===== src/rtl/touch_spi_responder.sv =====
// Touch-controller (ADS7843-style) SPI responder emulation.
// Clock/reset : MAX10_CLK1_50 (rising edge), rst_n (async, active-low)
// SPI side    : t_sck, t_cs (active-low), t_sdi in; t_sdo, t_irq (active-low) out
// Emulation   : x_value, y_value (12-bit results), pressed (pen-down) in
// Status      : last_cmd (last complete control byte), cmd_valid (1-clock pulse)
module touch_spi_responder #(
  parameter int unsigned SYNC_STAGES = 2
) (
  input  logic        MAX10_CLK1_50,
  input  logic        rst_n,
  input  logic        t_sck,
  input  logic        t_cs,
  input  logic        t_sdi,
  output logic        t_sdo,
  output logic        t_irq,
  input  logic [11:0] x_value,
  input  logic [11:0] y_value,
  input  logic        pressed,
  output logic [7:0]  last_cmd,
  output logic        cmd_valid
);

  localparam int unsigned CNT_W  = 5;
  localparam int unsigned DATA_W = 12;
  localparam int unsigned CMD_W  = 8;

  typedef enum logic [2:0] {IDLE, HUNT, CMD, DATA, TAIL} state_t;

  logic [SYNC_STAGES-1:0] sck_sync, cs_sync, sdi_sync;
  logic sck_q, cs_q;
  logic sck_s, cs_s, sdi_s;
  logic sck_rise_c, sck_fall_c, cs_rise_c, cs_fall_c;

  state_t             state, state_nxt;
  logic [CNT_W-1:0]   cnt, cnt_nxt;
  logic [CMD_W-2:0]   cmd_sr, cmd_nxt;
  logic [DATA_W-1:0]  data_sr, data_nxt;
  logic               sdo_nxt, irq_nxt, valid_nxt;
  logic [CMD_W-1:0]   last_nxt;
  logic [CMD_W-1:0]   byte_c;
  logic [DATA_W-1:0]  sel_c;

  // Input synchronizers; reset to 0 so a t_cs held low through reset
  // produces no falling edge afterwards.
  always_ff @(posedge MAX10_CLK1_50 or negedge rst_n) begin
    if (!rst_n) begin
      sck_sync <= '0;
      cs_sync  <= '0;
      sdi_sync <= '0;
      sck_q    <= 1'b0;
      cs_q     <= 1'b0;
    end else begin
      sck_sync <= {sck_sync[SYNC_STAGES-2:0], t_sck};
      cs_sync  <= {cs_sync[SYNC_STAGES-2:0], t_cs};
      sdi_sync <= {sdi_sync[SYNC_STAGES-2:0], t_sdi};
      sck_q    <= sck_s;
      cs_q     <= cs_s;
    end
  end

  assign sck_s      = sck_sync[SYNC_STAGES-1];
  assign cs_s       = cs_sync[SYNC_STAGES-1];
  assign sdi_s      = sdi_sync[SYNC_STAGES-1];
  assign sck_rise_c = sck_s & ~sck_q;
  assign sck_fall_c = ~sck_s & sck_q;
  assign cs_rise_c  = cs_s & ~cs_q;
  assign cs_fall_c  = ~cs_s & cs_q;

  // Control byte as it would look after the current bit is shifted in.
  assign byte_c = {cmd_sr, sdi_s};

  // Conversion result selection; 8-bit mode zeroes the low nibble so the
  // shifter naturally emits 0 after D4.
  always_comb begin
    sel_c = '0;
    case (byte_c[6:4])
      3'b101:  sel_c = x_value;
      3'b001:  sel_c = y_value;
      default: sel_c = '0;
    endcase
    if (byte_c[3]) sel_c[3:0] = 4'h0;
  end

  // State and output registers.
  always_ff @(posedge MAX10_CLK1_50 or negedge rst_n) begin
    if (!rst_n) begin
      state     <= IDLE;
      cnt       <= '0;
      cmd_sr    <= '0;
      data_sr   <= '0;
      t_sdo     <= 1'b0;
      t_irq     <= 1'b1;
      last_cmd  <= '0;
      cmd_valid <= 1'b0;
    end else begin
      state     <= state_nxt;
      cnt       <= cnt_nxt;
      cmd_sr    <= cmd_nxt;
      data_sr   <= data_nxt;
      t_sdo     <= sdo_nxt;
      t_irq     <= irq_nxt;
      last_cmd  <= last_nxt;
      cmd_valid <= valid_nxt;
    end
  end

  // Next-state and output logic; cnt counts rising edges from the start bit,
  // so on a falling edge it equals that falling edge's index.
  always_comb begin
    state_nxt = state;
    cnt_nxt   = cnt;
    cmd_nxt   = cmd_sr;
    data_nxt  = data_sr;
    sdo_nxt   = t_sdo;
    last_nxt  = last_cmd;
    valid_nxt = 1'b0;

    if (cs_rise_c) begin
      state_nxt = IDLE;
      cnt_nxt   = '0;
      cmd_nxt   = '0;
      data_nxt  = '0;
      sdo_nxt   = 1'b0;
    end else begin
      case (state)
        IDLE: begin
          if (cs_fall_c) begin
            state_nxt = HUNT;
            cnt_nxt   = '0;
            cmd_nxt   = '0;
          end
        end
        HUNT: begin
          if (sck_rise_c && sdi_s) begin
            state_nxt = CMD;
            cnt_nxt   = CNT_W'(1);
            cmd_nxt   = (CMD_W-1)'(1);
          end
        end
        CMD: begin
          if (sck_rise_c) begin
            cnt_nxt = cnt + CNT_W'(1);
            cmd_nxt = byte_c[CMD_W-2:0];
            if (cnt == CNT_W'(7)) begin
              state_nxt = DATA;
              last_nxt  = byte_c;
              valid_nxt = 1'b1;
              data_nxt  = sel_c;
            end
          end
        end
        DATA: begin
          if (sck_rise_c) begin
            cnt_nxt = cnt + CNT_W'(1);
            if (cnt == CNT_W'(20)) state_nxt = TAIL;
          end else if (sck_fall_c) begin
            if (cnt == CNT_W'(8)) begin
              sdo_nxt = 1'b0;
            end else begin
              sdo_nxt  = data_sr[DATA_W-1];
              data_nxt = {data_sr[DATA_W-2:0], 1'b0};
            end
          end
        end
        TAIL: begin
          if (sck_rise_c) begin
            if (cnt == CNT_W'(23)) begin
              state_nxt = HUNT;
              cnt_nxt   = '0;
              cmd_nxt   = '0;
            end else begin
              cnt_nxt = cnt + CNT_W'(1);
            end
          end else if (sck_fall_c) begin
            sdo_nxt = 1'b0;
          end
        end
        default: state_nxt = IDLE;
      endcase
    end

    // Pen IRQ is masked while a conversion frame is in progress.
    irq_nxt = ((state_nxt == IDLE) || (state_nxt == HUNT)) ? ~pressed : 1'b1;
  end

endmodule


===== config.mk =====
export PLATFORM = sky130hd
export DESIGN_NAME = touch_spi_responder
export DESIGN_NICKNAME = d
export VERILOG_FILES = /design/src/rtl/touch_spi_responder.sv
export SDC_FILE = /design/constraint.sdc
export NUM_CORES = 1
export LEC_CHECK = 0
export BUFFER_PORTS_ARGS = -buffer_cell sky130_fd_sc_hd__buf_2
export CORE_MARGIN = 2
export CORE_UTILIZATION = 48
export DETAILED_ROUTE_END_ITERATION = 6
export GPL_TIMING_DRIVEN = 0
export PLACE_DENSITY_LB_ADDON = 0.25
export SYNTH_ARGS = -nofsm -noshare
export SYNTH_HDL_FRONTEND = slang
export SYNTH_SLANG_ARGS = --single-unit

===== constraint.sdc =====
create_clock -name MAX10_CLK1_50 -period 2.1 [get_ports MAX10_CLK1_50]
set_input_delay 0.21 -clock MAX10_CLK1_50 [delete_from_list [all_inputs] [get_ports MAX10_CLK1_50]]
set_output_delay 0.21 -clock MAX10_CLK1_50 [all_outputs]
set_load 0.01 [all_outputs]

==> flow_metrics.env <==
export IMPL_cts_root_buffer_cell="clkbuf_8"
export IMPL_final_setup_viol_count=0
export IMPL_tightestPinTransition_ps=1010
export IMPL_io_buffers=40
export IMPL_fin_worst_skew_ps=6.79
export IMPL_dr_max_layer_used="met4"
export IMPL_synth_cell_types=45
export IMPL_path_clk_slew_ps=90
export IMPL_final_period_minus_worst_setup_slack_ps=1890
export IMPL_synthSimpleGateAreaFrac_pct=18.2
export IMPL_synth_top_cell_area_share_pct=48.8
export IMPL_post_route_worst_setup_slack_ps=208
export IMPL_vias_per_cell=5.36
export IMPL_worstRegToRegCells=8
export IMPL_netSwitchingFraction_pct=26.6
export IMPL_ctsHtreeMaxLevel=2
export IMPL_die_height_um=73.3
export IMPL_relSlewSlack_pct=32.6
export IMPL_grt_setup_unrepaired="false"
export IMPL_powerDensity_nw_per_um2=706
export IMPL_tritoncts="built"
export IMPL_initial_utilization_pct=49.1
export IMPL_cellLeakagePower_nw=1.28
export IMPL_synth_area_mux_share_pct=8.74
export IMPL_worstPathRequired_ps=2300
export IMPL_internal_power_w=0.00140
export IMPL_cts_setup_buffers=0
export IMPL_average_instance_area_after_synthesis_um2=10.2
export IMPL_cp_start_kind="flip-flop"
export IMPL_hold_depth=1
export IMPL_synth_top_cell_by_area="dfrtp_1"
export IMPL_area_fraction_in_compound_gates_after_synthesis_pct=15.0
export IMPL_cts_buffers=5
export IMPL_reg2reg_to="last_cmd[7]"
export IMPL_criticalPathCategory="flip-flop to flip-flop"
export IMPL_pwr_share_clk_pct=35.0
export IMPL_final_hold_viol_count=0
export IMPL_ffs_latches_synth=46
export IMPL_detailedPlacementHpwl_um=3120
export IMPL_antenna_diode_count=0
export IMPL_clk_path_buf_depth=2
export IMPL_regToRegStartpoint="state[2]"
export IMPL_grt_pass1_vias=1582
export IMPL_share_of_cells_above_drive_strength_1_pct=24.6
export IMPL_fp_dieW_um=73.3
export IMPL_min_period_over_period_pct=90.1
export IMPL_antenna_found_initial=0
export IMPL_grt_start_max_net_pins=47
export IMPL_comb_power_share_pct=15.4
export IMPL_vias=1769
export IMPL_synth_ff_type="dfrtp_1"
export IMPL_synthesis_yosys_warnings=0
export IMPL_synth_async_reset_ratio_pct=100
export IMPL_core_rowCount=25
export IMPL_final_antenna_net_count=0
export IMPL_post_route_drc_count=0
export IMPL_detail_route_wl_per_cell_um=13.2
export IMPL_critPathMaxFanout=10
export IMPL_wirelength_met1_um=2150
export IMPL_max_cap_violations=0
export IMPL_design_portCount=41
export IMPL_drt_wl_total_um=4360
export IMPL_synth_yosys_seq_area_share_pct=50.0
export IMPL_globalRouteOverflowTotal=0
export IMPL_post_synth_fa_ha_maj_area_fraction_pct=2.17
export IMPL_design_final_nets=309
export IMPL_met3_wl_post_dr_um=189
export IMPL_place_congestion=0.896
export IMPL_worstSkewPairLatency_ps=300
export IMPL_cp_data_arrival_time_ps=2090
export IMPL_r2r_setup_slack_ps=210
export IMPL_met2_length_um=1960
export IMPL_synth_edff_count=0
export IMPL_hp_class="input pin to flip-flop"
export IMPL_detail_route_iter0_violations=123
export IMPL_switching_power_w=0.000507
export IMPL_fp_coreArea_um2=4690
export IMPL_synth_top_family_by_area="simple AND/OR/NAND/NOR gates"
export IMPL_max_freq_ghz=0.529
export IMPL_setup_total_negative_slack_ps=0
export IMPL_timing_final_max_slew_violations=0
export IMPL_cp_end_kind="flip-flop"
export IMPL_track_usage_pct=17.9
export IMPL_flow_area_growth_from_synthesis_pct=17.0
export IMPL_netlist_top_cells_area="dfrtp_1, mux2i_1, nand2_1"
export IMPL_dr_pass1_iters=4
export IMPL_dieArea_um2=5370
export IMPL_detailedPlace_worstSlack_ps=182
export IMPL_syn_num_nets=261
export IMPL_synthXorXnorAreaFrac_pct=0
export IMPL_power_frac_seq_pct=49.6
export IMPL_cts_sinks=46
export IMPL_peakVddDrop_mv=0.377
export IMPL_whs_endpoint="sck_sync[0]"
export IMPL_grt_first_pass_wirelength_um=7450
export IMPL_status="completed"
export IMPL_hold_start="t_sck"
export IMPL_combined_area_of_all_synthesized_cells_um2=2310
export IMPL_syn_inst=227
## power by group through the flow
| stage | Sequential, W | Clock (W) | Combinational [W] |
|---|---|---|---|
| 2_1_floorplan | 0.000961 | 0 | 0.000201 |
| 3_3_place_gp | 0.000963 | 0 | 0.000288 |
| 3_5_place_dp | 0.000964 | 0 | 0.000293 |
| 4_1_cts | 0.000947 | 0.000684 | 0.000294 |
| 5_1_grt | 0.000952 | 0.000713 | 0.000335 |
| 6_report | 0.000946 | 0.000667 | 0.000293 |
## placed cells by master, fill, tap and decap left out, types with 3 or more instances in the layout
cell type / instances
clkbuf_8: 5
nand3_1: 7
o21ai_1: 13
mux2i_1: 19
inv_1: 14
nand2_1: 32
nand2b_1: 4
a22o_1: 12
nor2_1: 6
dfrtp_1: 45
nor3_1: 4
ha_1: 4
a21oi_1: 7
o21ai_0: 9
buf_2: 48
buf_6: 3
## flip-flops by register name, indices dropped and copies added, names as in the netlist
| name | count |
|---|---|
| sdi_sync | 2 |
| sck_q | 1 |
| cmd_valid | 1 |
| cmd_sr | 7 |
| t_sdo | 1 |
| sck_sync | 2 |
| last_cmd | 8 |
| data_sr | 12 |
| cnt | 5 |
| state | 3 |
| cs_q | 1 |
| cs_sync | 2 |
| t_irq | 1 |
## critical path, cell delays in order (launching register included)
cell,delay (ps)
dfrtp_1,380
buf_6,140
nand2b_1,210
nor3_2,410
nand2b_1,90
clkbuf_1,190
buf_2,220
nand2_1,80
o21ai_1,50
## what timing repair did
item,in CTS,in global routing
gates resized for setup,0,1
hold buffers,0,1
hold endpoints to repair,0,1
setup endpoints to repair,0,8
## final cells by class
type	instances	area (um^2)
Tap cell	54	67.6
Clock inverter	3	43.8
Clock buffer	5	68.8
Fill cell	422	1990
Inverter	14	52.6
Sequential cell	46	1150
Multi-Input combinational cell	153	1020
Timing Repair Buffer	41	210
Buffer	14	85.1
## how the worst max path moves through the flow
stage	start	end	slack [ps]	depth (start not counted)
after detailed placement	cnt[0]	data_sr[0]	180	8
after global routing	state[2]	last_cmd[6]	50	8
after CTS	cnt[0]	data_sr[9]	160	8
after floorplan	sck_q	data_sr[0]	440	6
final	state[2]	last_cmd[7]	210	8
after global placement	state[2]	last_cmd[6]	190	8
## per-layer routing
metal	vias up	global-route usage, %
met4	0	5.86
met1	819	25.8
met2	50	26.9
met5	-	0
met3	5	4.12
li1	895	-
## synthesized netlist by cell type (3+ instances only)
master	instances
a21oi_1	7
a22o_1	12
buf_2	8
buf_6	3
dfrtp_1	45
ha_1	4
inv_1	14
mux2i_1	19
nand2_1	32
nand2b_1	4
nand3_1	7
nor2_1	6
nor2b_1	3
nor3_1	4
o21ai_0	9
o21ai_1	13
## cell families (layout without fill, tap and decap cells)
group | count (synthesis) | in the layout
simple gates | 76 | 76
compound gates | 53 | 53
flops | 46 | 46
buf+inv | 28 | 77
mux | 20 | 20
fa+ha+maj | 4 | 4
## through the flow
stage	total power (W)	util [%]	cells	hold WS, ps	area, um^2
after global routing	0.00200	57.5	330	2.54	2700
final	0.00191	57.5	330	14.5	2700
after global placement	0.00125	54.9	321	318	2570
after CTS	0.00193	57.3	329	4.61	2690
after detailed placement	0.00126	54.9	321	319	2570
after floorplan	0.00116	-	227	-85.6	2310
(Power assumes the default switching activity.)
